`src/rtl/da2_sched_pkg.sv`:
```
// Shared definitions for the da2 write scheduler: FSM encoding, da2 channel modes
// and the default sample width.
package da2_sched_pkg;

  typedef enum logic [2:0] {
    ST_IDLE,
    ST_ISSUE,
    ST_WAIT_LOW,
    ST_WAIT_HIGH,
    ST_DONE
  } state_t;

  localparam logic [1:0] MODE_A_ONLY = 2'd0;
  localparam logic [1:0] MODE_B_ONLY = 2'd1;
  localparam logic [1:0] MODE_BOTH   = 2'd2;
  localparam logic [1:0] MODE_RSVD   = 2'd3;

  localparam int DEFAULT_DATA_W = 12;

endpackage

```
`src/rtl/da2_sched_rr_arbiter.sv`:
```
// Combinational round-robin arbiter: searches upward from ptr (wrapping) and
// returns a one-hot grant for the first active request.
module rr_arbiter
  import da2_sched_pkg::*;
#(
  parameter int NUM_REQ = 4
) (
  input  logic [NUM_REQ-1:0]         req,
  input  logic [$clog2(NUM_REQ)-1:0] ptr,
  output logic [NUM_REQ-1:0]         grant
);

  localparam int IDW = $clog2(NUM_REQ);

  logic [IDW-1:0] idx;
  logic           found;

  always_comb begin
    grant = '0;
    found = 1'b0;
    idx   = '0;
    for (int k = 0; k < NUM_REQ; k++) begin
      idx = IDW'((int'(ptr) + k) % NUM_REQ);
      if (!found && req[idx]) begin
        grant[idx] = 1'b1;
        found      = 1'b1;
      end
    end
  end

endmodule

```
`src/rtl/da2_sched.sv`:
```
// Round-robin scheduler sharing one da2 core among NUM_REQ requesters.
// Optional SYNC-fall watchdog with sticky err port: define DA2_SCHED_TIMEOUT_EN.
module da2_sched
  import da2_sched_pkg::*;
#(
  parameter int NUM_REQ = 4,
  parameter int DATA_W  = DEFAULT_DATA_W,
  parameter int TIMEOUT = 255
) (
  input  logic                         clk,
  input  logic                         rst,
  input  logic [NUM_REQ-1:0]           req,
  input  logic [NUM_REQ*DATA_W-1:0]    req_data,
  input  logic [NUM_REQ*2-1:0]         req_mode,
  output logic [NUM_REQ-1:0]           ack,
  output logic [DATA_W-1:0]            dac_val,
  output logic [1:0]                   dac_mode,
  output logic                         dac_update,
  input  logic                         dac_sync,
  output logic                         busy,
  output logic [$clog2(NUM_REQ)-1:0]   grant_id
`ifdef DA2_SCHED_TIMEOUT_EN
  ,
  output logic                         err
`endif
);

  localparam int IDW = $clog2(NUM_REQ);

  if (NUM_REQ < 2 || NUM_REQ > 8 || TIMEOUT < 1) begin : g_param_check
    $error("da2_sched: NUM_REQ must be 2..8 and TIMEOUT at least 1");
  end

  state_t         state_reg, state_next;
  logic           sync_meta_reg, sync_reg;
  logic [IDW-1:0] ptr_reg;
  logic [IDW-1:0] win_id;
  logic [NUM_REQ-1:0] win;
  logic           load;
  logic           timeout_hit;

  rr_arbiter #(.NUM_REQ(NUM_REQ)) u_arb (
    .req   (req),
    .ptr   (ptr_reg),
    .grant (win)
  );

  always_comb begin
    win_id = '0;
    for (int i = 0; i < NUM_REQ; i++) begin
      if (win[i]) win_id = IDW'(i);
    end
  end

`ifdef DA2_SCHED_TIMEOUT_EN
  localparam int CW = $clog2(TIMEOUT + 1);
  logic [CW-1:0] cnt_reg;
  logic          err_reg;

  // A SYNC fall on the final allowed cycle still wins over the timeout.
  assign timeout_hit = (state_reg == ST_WAIT_LOW) && sync_reg && (cnt_reg == CW'(TIMEOUT - 1));
  assign err         = err_reg;

  always_ff @(posedge clk or negedge rst) begin
    if (!rst) begin
      cnt_reg <= '0;
      err_reg <= 1'b0;
    end else begin
      cnt_reg <= (state_reg == ST_WAIT_LOW) ? cnt_reg + 1'b1 : '0;
      if (timeout_hit) err_reg <= 1'b1;
    end
  end
`else
  assign timeout_hit = 1'b0;
`endif

  always_comb begin
    state_next = state_reg;
    load       = 1'b0;
    case (state_reg)
      ST_IDLE: begin
        if (|req) begin
          load       = 1'b1;
          state_next = ST_ISSUE;
        end
      end
      ST_ISSUE:     state_next = ST_WAIT_LOW;
      ST_WAIT_LOW: begin
        if (!sync_reg)        state_next = ST_WAIT_HIGH;
        else if (timeout_hit) state_next = ST_IDLE;
      end
      ST_WAIT_HIGH: if (sync_reg) state_next = ST_DONE;
      ST_DONE:      state_next = ST_IDLE;
      default:      state_next = ST_IDLE;
    endcase
  end

  // The pointer moves past the winner at grant time, so a timed-out requester
  // is already behind the others when the FSM returns to IDLE.
  always_ff @(posedge clk or negedge rst) begin
    if (!rst) begin
      state_reg     <= ST_IDLE;
      sync_meta_reg <= 1'b1;
      sync_reg      <= 1'b1;
      ptr_reg       <= '0;
      dac_val       <= '0;
      dac_mode      <= MODE_A_ONLY;
      grant_id      <= '0;
    end else begin
      state_reg     <= state_next;
      sync_meta_reg <= dac_sync;
      sync_reg      <= sync_meta_reg;
      if (load) begin
        dac_val  <= req_data[win_id*DATA_W +: DATA_W];
        dac_mode <= req_mode[win_id*2 +: 2];
        grant_id <= win_id;
        ptr_reg  <= (win_id == IDW'(NUM_REQ - 1)) ? '0 : win_id + 1'b1;
      end
    end
  end

  assign dac_update = (state_reg == ST_ISSUE);
  assign busy       = (state_reg != ST_IDLE);

  always_comb begin
    ack = '0;
    if (state_reg == ST_DONE) ack[grant_id] = 1'b1;
  end

endmodule

```
`config.mk`:
```
export PLATFORM = sky130hd
export DESIGN_NAME = da2_sched
export DESIGN_NICKNAME = d
export VERILOG_FILES = /design/src/rtl/da2_sched_pkg.sv /design/src/rtl/da2_sched_rr_arbiter.sv /design/src/rtl/da2_sched.sv
export SDC_FILE = /design/constraint.sdc
export NUM_CORES = 1
export LEC_CHECK = 0
export CAP_MARGIN = 20
export CORE_ASPECT_RATIO = 1.2
export CORE_MARGIN = 2
export CORE_UTILIZATION = 40
export DETAILED_ROUTE_END_ITERATION = 10
export PLACE_DENSITY_LB_ADDON = 0.3
export SYNTH_ARGS = -nofsm -noshare
export SYNTH_HDL_FRONTEND = slang
export SYNTH_SLANG_ARGS = --single-unit
```
`constraint.sdc`:
```
create_clock -name clk -period 3.65 [get_ports clk]
set_clock_uncertainty 0.2 [all_clocks]
set_input_delay 0.5475 -clock clk [delete_from_list [all_inputs] [get_ports clk]]
set_output_delay 0.5475 -clock clk [all_outputs]
set_load 0.01 [all_outputs]
```
# Word level (Yosys, flattened, before mapping)
# Cells that the tools add are included.
totals:
  out_inout_bits: 22
  inputBits: 63
  reg_bits: 23
op_classes:
  n_shift: 2
  reduce_logical: 15
  n_mux: 36
  eq_ne: 8
  multipliers: 1
  order_cmp: 10
  addsub: 4
  bitwise: 3
op_table:
  columns: ["cell", "n"]
  rows:
  - ["variable part select 48 x 7 -> 12 bit", 1]
  - ["two-way mux 4 bit", 5]
  - ["< comparator 2 x 3 -> 1 bit (second input constant)", 5]
  - ["two-way mux 1 bit", 15]
  - ["bitwise OR 4 bit", 3]
  - ["one-hot mux 3 bit (4 select lines)", 1]
  - ["demux 1 bit (select 2 bit)", 5]
  - [">= comparator 2 x 1 -> 1 bit (second input constant)", 5]
  - ["two-way mux 3 bit", 3]
  - ["binary-select mux 1 bit (select 2 bit)", 4]
  - ["logical AND 1 bit", 8]
  - ["variable part select 8 x 4 -> 2 bit", 1]
  - ["== test 3 x 2 -> 1 bit (second input constant)", 2]
  - ["two-way mux 2 bit", 3]
  - ["!= test 2 bit (second input constant)", 3]
  - ["adder 2 x 1 -> 2 bit (second input constant)", 2]
  - ["adder 2 bit (second input constant)", 2]
  - ["multiplier 2 x 2 -> 4 bit (second input constant)", 1]
  - ["OR reduction 4 bit", 1]
  - ["== test 3 x 1 -> 1 bit (second input constant)", 1]
  - ["== test 3 bit (second input constant)", 1]
  - ["zero test 1 bit", 3]
  - ["zero test 3 bit", 1]
  - ["AND reduction 3 bit", 1]
  - ["other kinds (2)", 2]

# Depth between registers and ports, before layout
# Gate-level depths: netlist of run 1.
logic_depth:
  depth_word: 17
  depth_mapped: 11

# Hierarchy
# Synthesis of run 1 repeated with hierarchy kept, for this count alone.
unflattened:
  hier_cells: 160
  area_unflattened_um2: 1676.6
by_module_without_submodules:
  columns: ["module", "area_each_um2", "instances", "seq_area_each_um2", "cells_per_inst"]
  rows:
  - ["da2_sched", 1338.8, 1, 578.1, 124]
  - ["rr_arbiter", 337.8, 1, 0.0, 36]

# Least setup slack after synthesis of run 1
# OpenSTA, ideal clock, no wires.
synth_path:
  path_type: "register -> register"
  from: "register ptr_reg[0]"
  to: "register dac_mode[0]"
  setup_slack_ps: 902
  setup_time_ps: 124
  arrival_ps: 2424
  path_stages_with_launch: 11
  n_path_buf: 2
  path_cell_list: "dfrtp_1 > buf_6 > inv_1 > ha_1 > mux4_2 > a211oi_2 > a221o_1 > buf_2 > nor2b_1 > nor3_1 > a211o_1"
synth_between:
  elab_chain_len: 16
  word_cells_on_any_way: 51
synth_lines:
  columns: ["item", "line_no", "rtl"]
  rows:
  - ["start: declaration", "da2_sched.sv:36", "logic [IDW-1:0] ptr_reg;"]
  - ["start signal: assignment", "da2_sched.sv:117", "ptr_reg <= (win_id == IDW'(NUM_REQ - 1)) ? '0 : win_id + 1'b1;"]
  - ["branches (longest 11 deep; another with < comparator 2 x 3 -> 1 bit)", null, null]
  - ["two-way mux 4 bit *", "da2_sched_rr_arbiter.sv:24", "if (!found && req[idx]) begin"]
  - ["two-way mux 1 bit", "da2_sched.sv:51", "if (win[i]) win_id = IDW'(i);"]
  - ["two-way mux 2 bit", "da2_sched.sv:51", null]
  - ["two-way mux 2 bit *", "da2_sched.sv:51", null]
  - ["variable part select 8 x 4 -> 2 bit *", "da2_sched.sv:115", "dac_mode <= req_mode[win_id*2 +: 2];"]
  - ["end signal: assignment", "da2_sched.sv:115", null]
  - ["end: declaration", "da2_sched.sv:17", "output logic [1:0] dac_mode,"]
# Every way passes the cells marked *. The select of a mux whose other input is x is not followed.
# A chain may end at the register's enable or synchronous reset.

# Worst setup path in the final report of run 1
layout_path:
  from: "register ptr_reg[1]"
  to: "register dac_val[11]"
layout_between:
  elab_chain_len: 17
  word_cells_on_any_way: 52
layout_lines:
  columns: ["item", "line_no", "rtl"]
  rows:
  - ["branches (longest 11 deep; another with < comparator 2 x 3 -> 1 bit)", null, null]
  - ["two-way mux 4 bit *", "da2_sched_rr_arbiter.sv:24", null]
  - ["two-way mux 1 bit", "da2_sched.sv:51", null]
  - ["two-way mux 2 bit", "da2_sched.sv:51", null]
  - ["two-way mux 2 bit *", "da2_sched.sv:51", null]
  - ["multiplier 2 x 2 -> 4 bit *", "da2_sched.sv:114", "dac_val <= req_data[win_id*DATA_W +: DATA_W];"]
  - ["variable part select 48 x 7 -> 12 bit *", "da2_sched.sv:114", null]
  - ["end signal: assignment", "da2_sched.sv:114", null]
  - ["end: declaration", "da2_sched.sv:16", "output logic [DATA_W-1:0] dac_val,"]
# Marks and branches as above.

==> summary.md, run 1 <==
| Metric | Value |
|---|---|
| Synth warnings | `0` |
| Die W | `~63 um` |
| DRT iter0 DRCs | `between 100 and 150` |
| Net Sw Frac | `45.0%` |
| Final Setup Violations | `0` |
| Cell variety after synth | `35` |
| Clock transition at path regs | `approximately 0.090 ns` |
| Fin nets | `approximately 360` |
| Critical path destination | `dac_val[11]` |
| Layout fillers | `around 370` |
| Gate Count Post-Synth | `a little over 200` |
| Reg2Reg Capture Point | `dac_val[11]` |
| IO Port Bufs | `between 80 and 90` |
| Mapped Area | `~0.0017 mm^2` |
| Register area share after synthesis | `between 30% and 40%` |
| Cell family with most CP delay | `compound AO/OA/AOI/OAI gates` |
| RSZ-0062 raised after global routing | `no` |
| Area occupied by multi-input gates | `0.00102 mm^2` |
| Launching point of the worst reg2reg path | `ptr_reg[1]` |
| Dpl hpwl | `between 3 and 4 mm` |
| Storage cell area | `just under 600 um^2` |
| Vias | `between 1,500 and 2,000` |
| Final WS setup | `around 0.57 ns` |
| Area Overhead vs Synth | `56.2%` |
| P_int | `roughly 1100 uW` |
| Number of clock buffers inserted by TritonCTS | `3` |
| DRT Pass-1 Iters | `4` |
| Net Count, Synth | `273` |
| Post-CTS Setup Bufs | `0` |
| Worst Hold Class | `flip-flop to flip-flop` |
| Core Region | `0.00400 mm^2` |
| Clock network fraction of design power | `between 7 and 8%` |
| MaxCap Viol Count | `0` |
| Post-synth EDFFs | `0` |
| Post-synth ARST share | `100%` |
| Post-synthesis area per instance | `slightly above 8 um^2` |
| Die ar. | `approximately 0.0048 mm^2` |
| Slowest-stage cell, CP | `dfrtp_1` |
| All-Layer GR Usage | `20.6%` |
| Post-cts resize count | `0` |
| Top Ports | `85` |
| Outcome | `finished, final reports clean` |
| Remaining global-route overflow | `0` |
| RePlAce Congestion | `0.835` |
| R2R depth | `9` |
| Levels on crit path | `9` |
| Max IR drop VDD | `0.344 mV` |
| Setup TNS | `0 ns` |
| CP Data Arrival Time | `3.04 ns` |
| Row count | `25` |
| HP Start | `sync_meta_reg` |
| First-pass GRT wire length | `7.71 mm` |
| Root Buffer Master | `clkbuf_8` |
| Max-slew headroom | `around three fifths` |
| Clock sink total | `23` |
| CP Capture Type | `flip-flop` |
| Commonest non-fill, non-tap cell in the layout | `clkdlybuf4s50_1` |
| Post-Route WL | `just under 5 mm` |
| Worst-Margin Slew | `between 0.6 and 0.7 ns` |
| Detail Route Antenna Nets | `0` |
| Clock tree buffer depth | `2` |
| WS Path Type | `flip-flop to flip-flop` |
| Worst path required time | `between 3 and 4 ns` |
| Vias/cell | `5.39` |
| Setup crit start kind | `flip-flop` |
| Number of flip-flops in the largest register | `12` |
| H-tree Lvls | `1` |
| Slew Limit Fails | `0` |
| Die span in y | `~75 um` |
| Most frequent cells in the layout | `clkdlybuf4s50_1, nand2_1, dfrtp_1` |
| Leakage | `0.00107 uW` |
| Fmax | `between 300 and 400 MHz` |
| Post-synthesis register bit count | `23` |
| Sw power | `929 uW` |
| CP startpoint | `ptr_reg[1]` |
| Sequential power share | `a little under a quarter` |
| Largest net degree at the start of global routing | `34` |
| Hold-fix buffers at CTS | `0` |
| Worst path cell trace | `inv_1, ha_1, mux4_2, a211oi_2, a221o_1, buf_4, nor2b_1, nor3_1, a211o_1` |
| Most used flip-flop cell after synthesis | `dfrtp_1` |
| Max FO, Critical Path | `30` |
| Placed cell count | `333` |
| Logic pwr share | `between 60 and 70%` |
| TritonCTS clock tree | `done` |
| DRC Markers | `0` |
| Starting Density | `a little over two fifths` |
| Vias in the first global route | `between 1,500 and 2,000` |
| Tmin final | `between 3 and 4 ns` |
| Final Hold Vio Count | `0` |
| Pwr per Cell Area | `783 mW/mm^2` |
| Buffers & Inverters on Critical Path | `2` |
| Share of cells above drive strength 1 | `approximately 7.4%` |
| Initial antenna violation count | `0` |
| Avg WL per Cell | `roughly 15 um` |
| Crit share post-route | `84.3%` |
| Slowest stage delay, CP | `0.52 ns` |
| Pre-CTS setup slack | `about 0.33 ns` |
| FF-to-FF setup slack | `roughly 0.57 ns` |
| Clock latency at the later pin of the worst-skew pair | `0.27 ns` |
| N_diodes | `0` |
| Non-filler cells, final | `338` |
final cells by class:
cell class	instances	share of cell area [%]
flip-flops and latches	23	21.9
clock inverters	1	0.190
repair buffers	90	34.4
clock buffers	3	1.57
well taps	54	2.56
inverters	4	0.570
multi-input cells	163	38.8
per-stage QoR:
step	instance area [um^2]	power [uW]	util, %	hold WS, ns
floorplan	1690	1450	-	0.0519
global route	2640	2240	65.8	0.170
finish	2640	2060	65.8	0.170
global placement	2560	1870	64.0	0.154
detailed placement	2560	1910	64.0	0.154
CTS	2610	2070	65.1	0.167
worst reg2reg max path, delay by kind of cell, from the launching register on:
kind,cells,cell delay [ns]
buffers and inverters,2,0.44
AO/OA/AOI/OAI,3,0.85
multiplexers,1,0.37
adder cells (fa/ha/maj),1,0.36
AND/OR/NAND/NOR,2,0.23
flip-flops,1,0.52
cells in the mapped netlist, types with 2 or more instances:
master    count  share of area [%]
mux4_2        2                2.7
nor3_1       19                5.6
or3_1         2               0.74
dfstp_2       2                3.1
clkbuf_1      6                1.3
nor2_1       10                2.2
nand2_1      37                8.2
a211o_1      14                7.3
buf_2         4                1.2
o21ai_0      16                4.7
buf_6         3                2.0
ha_1          7                5.2
dfrtp_1      21                 31
a21o_1        2               0.89
nor3b_1       2               0.89
nor2b_1      16                5.9
o22ai_1      14                5.2
o21ai_1       3               0.89
nand3_1       4                1.2
inv_1         4               0.89
how the worst min path moves through the flow:
| stage | slack (ns) | depth (start not counted) | to |
|---|---|---|---|
| floorplan | 0.05 | 0 | dac_mode[0] |
| global placement | 0.15 | 0 | sync_reg |
| detailed placement | 0.15 | 0 | sync_reg |
| CTS | 0.17 | 0 | sync_reg |
| global route | 0.17 | 0 | sync_reg |
| finish | 0.17 | 0 | sync_reg |
kinds of logic after synthesis:
kind of cell / after synthesis / share of synthesized area (%)
flip-flops: 23 / 34.3
multiplexers: 3 / 3.34
AO/OA/AOI/OAI: 57 / 24.6
adder cells (fa/ha/maj): 7 / 5.19
AND/OR/NAND/NOR: 96 / 27.2
buffers and inverters: 17 / 5.41
power by group through the flow:
| stage | clock, uW | sequential [uW] | combinational (uW) |
|---|---|---|---|
| floorplan | 0 | 500 | 951 |
| global placement | 0 | 481 | 1380 |
| detailed placement | 0 | 482 | 1420 |
| CTS | 165 | 476 | 1430 |
| global route | 171 | 493 | 1580 |
| finish | 163 | 476 | 1420 |
layer usage:
metal / GRT usage, % / vias to the layer above / part of all wire (%)
met1: 24.1 / 867 / 41
met2: 39.0 / 52 / 53
met3: 2.99 / 5 / 4.3
li1: - / 899 / -
met4: 6.76 / 0 / 1.2
met5: 0 / - / 0
Power figures use the tool's default switching activity.
==> run 2, diff against run 1 <==
--- a/config.mk
+++ b/config.mk
@@ -8,7 +8,7 @@
 export CAP_MARGIN = 20
 export CORE_ASPECT_RATIO = 1.2
 export CORE_MARGIN = 2
-export CORE_UTILIZATION = 40
+export CORE_UTILIZATION = 36
 export DETAILED_ROUTE_END_ITERATION = 10
 export PLACE_DENSITY_LB_ADDON = 0.3
 export SYNTH_ARGS = -nofsm -noshare
==> constraint.sdc (replaced) <==
create_clock -name clk -period 2.6 [get_ports clk]
set_clock_uncertainty 0.2 [all_clocks]
set_input_delay 0.39 -clock clk [delete_from_list [all_inputs] [get_ports clk]]
set_output_delay 0.39 -clock clk [all_outputs]
set_load 0.01 [all_outputs]
==> run 2 against run 1 <==
Against the previous run: the run now ends with negative setup slack left; cell count is 7.7% higher; critical path depth stayed put; power is 82% higher.
==> summary.md, run 2 (synthesized netlist as in run 1, its figures left out) <==
| Metric | Value |
|---|---|
| Outcome | `finished with violations (was finished, final reports clean)` |
| Failing checks | `negative setup slack` |
| Vias in the first global route | `1,879 (was 1,687)` |
| Setup crit start kind | `flip-flop (unchanged)` |
| Critical path destination | `dac_val[8] (was dac_val[11])` |
| Max-slew headroom | `57.1% (was 58.3%)` |
| Hold-fix buffers at CTS | `0 (unchanged)` |
| Crit share post-route | `100% (was 84.3%)` |
| Net Sw Frac | `42.8% (was 45.0%)` |
| Vias | `1,907 (was 1,823)` |
| DRC Markers | `0 (unchanged)` |
| Worst Hold Class | `flip-flop to flip-flop (unchanged)` |
| Layout fillers | `374 (was 369)` |
| Row count | `27 (was 25)` |
| DRT iter0 DRCs | `89 (was 104)` |
| Logic pwr share | `75.9% (was 69.0%)` |
| Slowest stage delay, CP | `0.55 ns (was 0.52 ns)` |
| RePlAce Congestion | `0.914 (was 0.835)` |
| Initial antenna violation count | `0 (unchanged)` |
| TritonCTS clock tree | `done (unchanged)` |
| DRT Pass-1 Iters | `5 (was 4)` |
| Slowest-stage cell, CP | `mux4_2 (was dfrtp_1)` |
| Share of cells above drive strength 1 | `24.5% (was 7.39%)` |
| Sequential power share | `18.3% (was 23.1%)` |
| Worst path required time | `2.55 ns (was 3.61 ns)` |
| Reg2Reg Capture Point | `dac_val[8] (was dac_val[11])` |
| Post-Route WL | `5.30 mm (was 4.96 mm)` |
| WS Path Type | `flip-flop to flip-flop (unchanged)` |
| Fin nets | `377 (was 355)` |
| Root Buffer Master | `clkbuf_8 (unchanged)` |
| Final Hold Vio Count | `0 (unchanged)` |
| Clock latency at the later pin of the worst-skew pair | `0.26 ns (was 0.27 ns)` |
| Final WS setup | `-0.00742 ns (was 0.572 ns)` |
| Commonest non-fill, non-tap cell in the layout | `clkdlybuf4s50_1 (unchanged)` |
| Max IR drop VDD | `0.621 mV (was 0.344 mV)` |
| CP Capture Type | `flip-flop (unchanged)` |
| Die W | `66.5 um (was 63.3 um)` |
| MaxCap Viol Count | `0 (unchanged)` |
| P_int | `2150 uW (was 1130 uW)` |
| CP startpoint | `ptr_reg[0] (was ptr_reg[1])` |
| Area Overhead vs Synth | `81.2% (was 56.2%)` |
| Met3 GRT Util | `2.69% (was 2.99%)` |
| R2R depth | `9 (unchanged)` |
| Avg WL per Cell | `14.6 um (was 14.7 um)` |
| FF-to-FF setup slack | `-0.007 ns (was 0.57 ns)` |
| RSZ-0062 raised after global routing | `yes (was no)` |
| First-pass GRT wire length | `8.45 mm (was 7.71 mm)` |
| Worst path cell trace | `buf_6, mux4_2, nand2_1, o21ai_1, a221o_1, buf_12, o22ai_1, nor3_2, a211o_1 (was inv_1, ha_1, mux4_2, a211oi_2, a221o_1, buf_4, nor2b_1, nor3_1, a211o_1)` |
| Worst-Margin Slew | `0.642 ns (was 0.625 ns)` |
| Area occupied by multi-input gates | `0.00124 mm^2 (was 0.00102 mm^2)` |
| Top Ports | `85 (unchanged)` |
| Placed cell count | `357 (was 333)` |
| Dpl hpwl | `3.93 mm (was 3.68 mm)` |
| Clock sink total | `23 (unchanged)` |
| Core Region | `0.00456 mm^2 (was 0.00400 mm^2)` |
| IO Port Bufs | `84 (unchanged)` |
| Setup TNS | `-0.00742 ns (was 0 ns)` |
| Detail Route Antenna Nets | `0 (unchanged)` |
| H-tree Lvls | `1 (unchanged)` |
| Number of clock buffers inserted by TritonCTS | `3 (unchanged)` |
| Die span in y | `79.0 um (was 75.1 um)` |
| Most frequent cells in the layout | `clkdlybuf4s50_1, nand2_1, buf_4 (was clkdlybuf4s50_1, nand2_1, dfrtp_1)` |
| Gr busiest metal | `met2 (unchanged)` |
| Leakage | `0.00126 uW (was 0.00107 uW)` |
| Sw power | `1610 uW (was 929 uW)` |
| Tmin final | `2.61 ns (was 3.08 ns)` |
| All-Layer GR Usage | `20.3% (was 20.6%)` |
| GR met1 Demand/Resource | `26.1% (was 24.1%)` |
| Launching point of the worst reg2reg path | `ptr_reg[0] (was ptr_reg[1])` |
| Starting Density | `37.0% (was 42.1%)` |
| Pwr per Cell Area | `1230 mW/mm^2 (was 783 mW/mm^2)` |
| Final Core Density | `67.0% (was 65.8%)` |
| Storage cell area | `581 um^2 (was 578 um^2)` |
| Non-filler cells, final | `364 (was 338)` |
| N_diodes | `0 (unchanged)` |
| Clock tree buffer depth | `2 (unchanged)` |
| Final Setup Violations | `1 (was 0)` |
| Fmax | `384 MHz (was 325 MHz)` |
| Die ar. | `0.00525 mm^2 (was 0.00475 mm^2)` |
| Vias/cell | `5.24 (was 5.39)` |
| Clock network fraction of design power | `5.8% (was 7.9%)` |
| CP Data Arrival Time | `2.56 ns (was 3.04 ns)` |
| Largest net degree at the start of global routing | `34 (unchanged)` |
| Slew Limit Fails | `0 (unchanged)` |
| GR met2 Demand/Resource | `35.1% (was 39.0%)` |
| Remaining global-route overflow | `0 (unchanged)` |
| Number of flip-flops in the largest register | `12 (unchanged)` |
| Max FO, Critical Path | `30 (unchanged)` |
| Clock transition at path regs | `0.08 ns (was 0.09 ns)` |
## run 2: layer usage
layer / wire length, um / vias up
li1: - / 937
met1: 2290 / 919
met2: 2730 / 47
met3: 203 / 4
met4: 70 / 0
met5: 0 / -
## run 2: worst max-delay path, delay by kind of cell, from the launching register on
family	cells	cell delay [ns]
compound gates	4	0.80
buf+inv	2	0.30
flops	1	0.46
mux	1	0.55
simple gates	2	0.16
## run 2: power groups by stage
stage | combinational (uW) | sequential [uW] | clock [uW]
3_3_place_gp | 2290 | 680 | 0
6_report | 2860 | 689 | 218
5_1_grt | 3110 | 714 | 240
4_1_cts | 2440 | 679 | 225
2_1_floorplan | 1380 | 707 | 0
3_5_place_dp | 2330 | 684 | 0
## run 2: through the flow
stage | power (uW) | cell area, um^2 | hold slack [ns] | setup WS [ns]
floorplan | 2090 | 1710 | -0.106 | 0.00476
global placement | 2970 | 2770 | 0.148 | -0.382
detailed placement | 3010 | 2770 | 0.152 | -0.464
CTS | 3350 | 2870 | 0.163 | 0.0132
global route | 4070 | 3060 | 0.168 | -0.118
finish | 3760 | 3060 | 0.160 | -0.00742
## run 2: cell type report
cell class                 count  area share [%]
multi-input combinational    163            40.5
clock buffer                   4            1.47
timing repair buffer         112            36.1
tap                           58            2.37
sequential                    23            19.0
inverter                       4           0.573
## run 2: what timing repair did
action	CTS	global route
endpoints found under the setup margin	14	17
pin swaps	2	6
resized for setup	11	42
buffers inserted	2	1
## run 2: worst min path at each step
stage	from	end	slack, ns	depth (start not counted)
6_report	sync_meta_reg	sync_reg	0.16	0
5_1_grt	sync_meta_reg	sync_reg	0.17	0
4_1_cts	sync_meta_reg	sync_reg	0.16	0
3_5_place_dp	sync_meta_reg	sync_reg	0.15	0
3_3_place_gp	sync_meta_reg	sync_reg	0.15	0
2_1_floorplan	rst	dac_mode[0]	-0.11	0
==> variant 1: new RTL, settings of run 1 <==
The 5 states of `state_t` get a one-hot encoding in 5 bits.
--- a/src/rtl/da2_sched_pkg.sv
+++ b/src/rtl/da2_sched_pkg.sv
@@ -2,12 +2,12 @@
 // and the default sample width.
 package da2_sched_pkg;
 
-  typedef enum logic [2:0] {
-    ST_IDLE,
-    ST_ISSUE,
-    ST_WAIT_LOW,
-    ST_WAIT_HIGH,
-    ST_DONE
+  typedef enum logic [4:0] {
+    ST_IDLE      = 5'b00001,
+    ST_ISSUE     = 5'b00010,
+    ST_WAIT_LOW  = 5'b00100,
+    ST_WAIT_HIGH = 5'b01000,
+    ST_DONE      = 5'b10000
   } state_t;
 
   localparam logic [1:0] MODE_A_ONLY = 2'd0;
Behaviour: no difference found for any inputs over 4 cycles, from zero or initial values and one cycle with rst low; so few cycles prove little.
==> variant 1 against run 1 <==
  * Design area up 9.3%
  * Synthesized area up 15%
  * Routed wire length up 9.8%
  * Worst setup slack better by 0.0070 ns
  * Clock power up 4%
  * Total power up 16%
  * Sequential cell count up 2
  * Critical path type is now input pin to flip-flop
  * Critical endpoint unchanged
  * Largest cell class unchanged
  * Highest routed layer unchanged
==> variant 1: results (changes against run 1) <==
clk slew on worst S/H paths=0.09 ns (about the same); Post-synth top flop=dfrtp_1; register area share after synthesis=32.5% (-1.8 points); Met1 Routed Length=2350 um (+15%); Reg2Reg Setup Slack=0.59 ns (+0.02 ns); post-synthesis cell count=188 (-7.4%); met2 wire length=2700 um (+2.5%); Vias/cell=5.88 (+9.0%); number of setup buffers added after CTS=0 (unchanged); maximum fanout along the worst path=17 (-43%); Post-synth top cells=dfrtp_1, o21ai_1, a22oi_1, and4_1, o221ai_1; Placed Instance Area=2830 sq um (+11%); port bufs=84 (unchanged); TritonRoute pass-1 iters=4 (unchanged); placed cell count=323 (-3.0%); Lkg Pwr=0.00105 uW (-1.9%); WL met3=269 um (+25%); Yosys cell types=47 (+34%); ys async rst share=100% (unchanged); GP Congestion=0.852 (+2.0%); routing usage on met1=26.1% (+1.9 points); max reg flops=12 (unchanged); synth top area cells=dfrtp_1, and4_1, o221ai_1, a22oi_1, a211oi_2; routed len/inst=16.6 um (+13%); syn nets=258 (-5.5%); GR Util All Layers=20.8% (+0.26 points); met3 Usage GRT=1.68% (-1.3 points); CP max stage cell=and3_1; status=finished, final reports clean; VDD IR max=0.517 mV (+50%); Int Power=1300 uW (+15%); dpl ws=0.315 ns (-0.0134 ns); first-pass GRT wire length=8780 um (+14%); vias=1,922 (+5.4%); Max stage delay on crit path=0.62 ns (+0.10 ns); hold crit path type=flip-flop to flip-flop; grt met2 use=36.2% (-2.8 points); CP arrival=3.06 ns (+0.02 ns); Crit path max-delay family=simple AND/OR/NAND/NOR gates; layout cell share with drive strength beyond 1=13.4% (+6.0 points); CTS resizes=0 (unchanged); Nets=340 (-4.2%); Reg2Reg Depth=8 (-1); DP Wirelength=4140 um (+12%); hold slack=0.161 ns (-0.00869 ns); root buf cell=clkbuf_8; Least-Margin Pin Slew=0.786 ns (+0.161 ns); Initial DRC Count=100 (-3.8%); largest net degree at the start of global routing=23 (-32%)
## variant 1: cell types whose count changed after synthesis, sizes merged, moves of 3 or more
cell	delta
o221ai	+14
nand2	-28
nor3	-17
a211oi	+13
a22oi	+14
o22ai	-14
a2111oi	+3
nor2b	-14
and4	+14
nand3b	+3
o21a	+3
nor2	-3
a211o	-14
## variant 1: final cells by class
cell class,instances,area (sq um)
Timing Repair Buffer,91,913
Inverter,4,15.0
Tap cell,58,72.6
Clock buffer,3,41.3
Multi-Input combinational cell,145,1200
Fill cell,398,1750
Sequential cell,25,629
Clock inverter,1,7.51
## variant 1: power groups by stage
| stage | Sequential [uW] | Clock, uW | Combinational (uW) |
|---|---|---|---|
| floorplan | 563 | 0 | 1180 |
| global placement | 533 | 0 | 1650 |
| detailed placement | 538 | 0 | 1680 |
| CTS | 532 | 174 | 1690 |
| global route | 551 | 184 | 1830 |
| finish | 533 | 169 | 1690 |
## variant 1: worst max path at each step
stage | depth (start not counted) | from | slack (ns) | end
2_1_floorplan | 9 | ptr_reg[0] | 0.92 | dac_mode[0]
4_1_cts | 7 | req[0] | 0.60 | dac_val[11]
3_3_place_gp | 7 | req[0] | 0.38 | dac_val[11]
5_1_grt | 8 | ptr_reg[1] | 0.40 | dac_val[11]
3_5_place_dp | 7 | req[0] | 0.32 | dac_val[11]
6_report | 7 | req[3] | 0.58 | dac_val[11]
## variant 1: logic make-up (layout without fill, tap and decap cells)
logic type	after synthesis	after routing	share of synthesized area, %
AND/OR/NAND/NOR	58	58	19.8
XOR/XNOR	1	1	0.453
adder cells (fa/ha/maj)	7	7	4.52
AO/OA/AOI/OAI	77	77	35.0
buffers and inverters	18	99	5.43
multiplexers	2	2	2.33
flip-flops	25	25	32.5
==> variant 2: new RTL, settings of run 1 <==
Made on the original files. The package constant `DEFAULT_DATA_W` goes from 12 to 14.
--- a/src/rtl/da2_sched_pkg.sv
+++ b/src/rtl/da2_sched_pkg.sv
@@ -15,7 +15,7 @@
   localparam logic [1:0] MODE_BOTH   = 2'd2;
   localparam logic [1:0] MODE_RSVD   = 2'd3;
 
-  localparam int DEFAULT_DATA_W = 12;
+  localparam int DEFAULT_DATA_W = 14;
 
 endpackage
 
Ports: changed (resized dac_val and req_data); port bits go from 85 to 95. No check against the original RTL was run, so the function may have changed too.
==> variant 2 against run 1 <==
  * Sequential share of layout area decreased by 0.36 points
  * Die area increased by 9.0%
  * Utilization decreased by 1.5 points
  * Sequential cell count increased by 2
  * Global-route usage decreased by 0.099 points
  * Synthesized area increased by 9.6%
  * Critical path depth unchanged
  * Largest cell class unchanged
  * Design area increased by 10%
  * Routed wire length increased by 5.0%
  * Worst setup slack got worse by 0.057 ns
  * Total power increased by 12%
  * Worst hold slack got worse by 0.0078 ns
==> variant 2: results (changes against run 1) <==
status=finished, final reports clean; clk slew on worst S/H paths=0.09 ns (about the same); Initial DRC Count=139 (+34%); Reg2Reg Depth=9 (unchanged); DP Wirelength=3990 um (+8.5%); first-pass GRT wire length=8410 um (+9.0%); Post-synth top flop=dfrtp_1; Least-Margin Pin Slew=0.752 ns (+0.127 ns); antenna violations before repair=0 (unchanged); GR Util All Layers=20.5% (-0.099 points); CTS Buf Count=3 (unchanged); Reg2Reg Setup Slack=0.52 ns (-0.06 ns); maximum fanout along the worst path=16 (-47%); largest net degree at the start of global routing=26 (-24%); VDD IR max=0.376 mV (+9.2%); port bufs=94 (+12%); htree depth=1 (unchanged); Worst-Skew Late Latency=0.27 ns (about the same); number of setup buffers added after CTS=0 (unchanged); Lkg Pwr=0.00129 uW (+20%); vias=1,950 (+7.0%); clock buffer depth=2 (unchanged); worst r2r dst=dac_val[0]; met3 Usage GRT=4.30% (+1.3 points); Yosys cell types=33 (-5.7%); synth top area cells=dfrtp_1, mux2i_1, nand2_1, a211o_1, nor3_1; grt met2 use=35.1% (-4.0 points); layout cell share with drive strength beyond 1=8.39% (+0.99 points); Critical Path Sink=dac_val[0]; max reg flops=14 (+2); routed len/inst=14.1 um (-3.6%); root buf cell=clkbuf_8; EDFF count, synth=0 (unchanged); ys async rst share=100% (unchanged); fillcell total=402 (+8.9%); Post-synth top cells=nand2_1, dfrtp_1, nor2_1, nor3_1, o21ai_0; routing usage on met1=25.0% (+0.89 points); GP Congestion=0.747 (-11%); vias in the first global route=1,869 (+11%); hold crit path type=flip-flop to flip-flop; syn nets=293 (+7.3%); CP arrival=3.15 ns (+0.11 ns); Nets=389 (+9.6%); register area share after synthesis=34.0% (-0.29 points)
[variant 2: layout make-up]
type	instances	area (sq um)	share of cell area [%]
Clock buffer	3	41.3	1.42
Inverter	4	15.0	0.516
Tap cell	58	72.6	2.49
Clock inverter	1	5.00	0.172
Sequential cell	25	628	21.6
Multi-Input combinational cell	174	1140	39.2
Timing Repair Buffer	103	1010	34.7
[variant 2: stage by stage]
stage,util [%],cell area [sq um],std cells,total power (uW),setup slack [ns]
after floorplan,-,1850,215,1620,0.560
after global placement,63.3,2860,364,2130,0.321
after detailed placement,63.3,2860,364,2150,0.295
after CTS,64.3,2910,368,2320,0.507
after global routing,64.3,2910,368,2510,0.340
final,64.3,2910,368,2310,0.515
[variant 2: worst min path at each step]
stage / startpoint / end / slack [ns] / depth (start not counted)
after floorplan: rst / dac_mode[0] / 0.05 / 0
after global placement: sync_meta_reg / sync_reg / 0.15 / 0
after detailed placement: sync_meta_reg / sync_reg / 0.15 / 0
after CTS: sync_meta_reg / sync_reg / 0.16 / 0
after global routing: sync_meta_reg / sync_reg / 0.17 / 0
final: sync_meta_reg / sync_reg / 0.16 / 0
[variant 2: report_power, final]
part	total, uW	switching [uW]	internal, uW
Sequential	514	103	411
Combinational	1630	833	794
Clock	165	88.9	76.3
[variant 2: logic make-up after synthesis]
kind of cell | after synthesis | synth area share (%)
compound gates | 44 | 17.6
flops | 25 | 34.0
mux | 19 | 12.5
fa+ha+maj | 7 | 4.74
buf+inv | 16 | 5.08
simple gates | 104 | 26.1
[variant 2: critical path, stage by stage, from the launching register on]
cell      delay (ns)
dfrtp_1         0.35
inv_1           0.10
ha_1            0.36
mux4_1          0.67
nand2_1         0.13
o21ai_1         0.10
a221oi_4        0.23
nand2_1         0.12
nor2_2          0.58
a211o_1         0.23
[variant 2: layer usage]
metal | vias to the layer above | wire [um]
li1 | 957 | -
met1 | 924 | 2070
met2 | 67 | 2760
met3 | 2 | 340
met4 | 0 | 32
met5 | - | 0
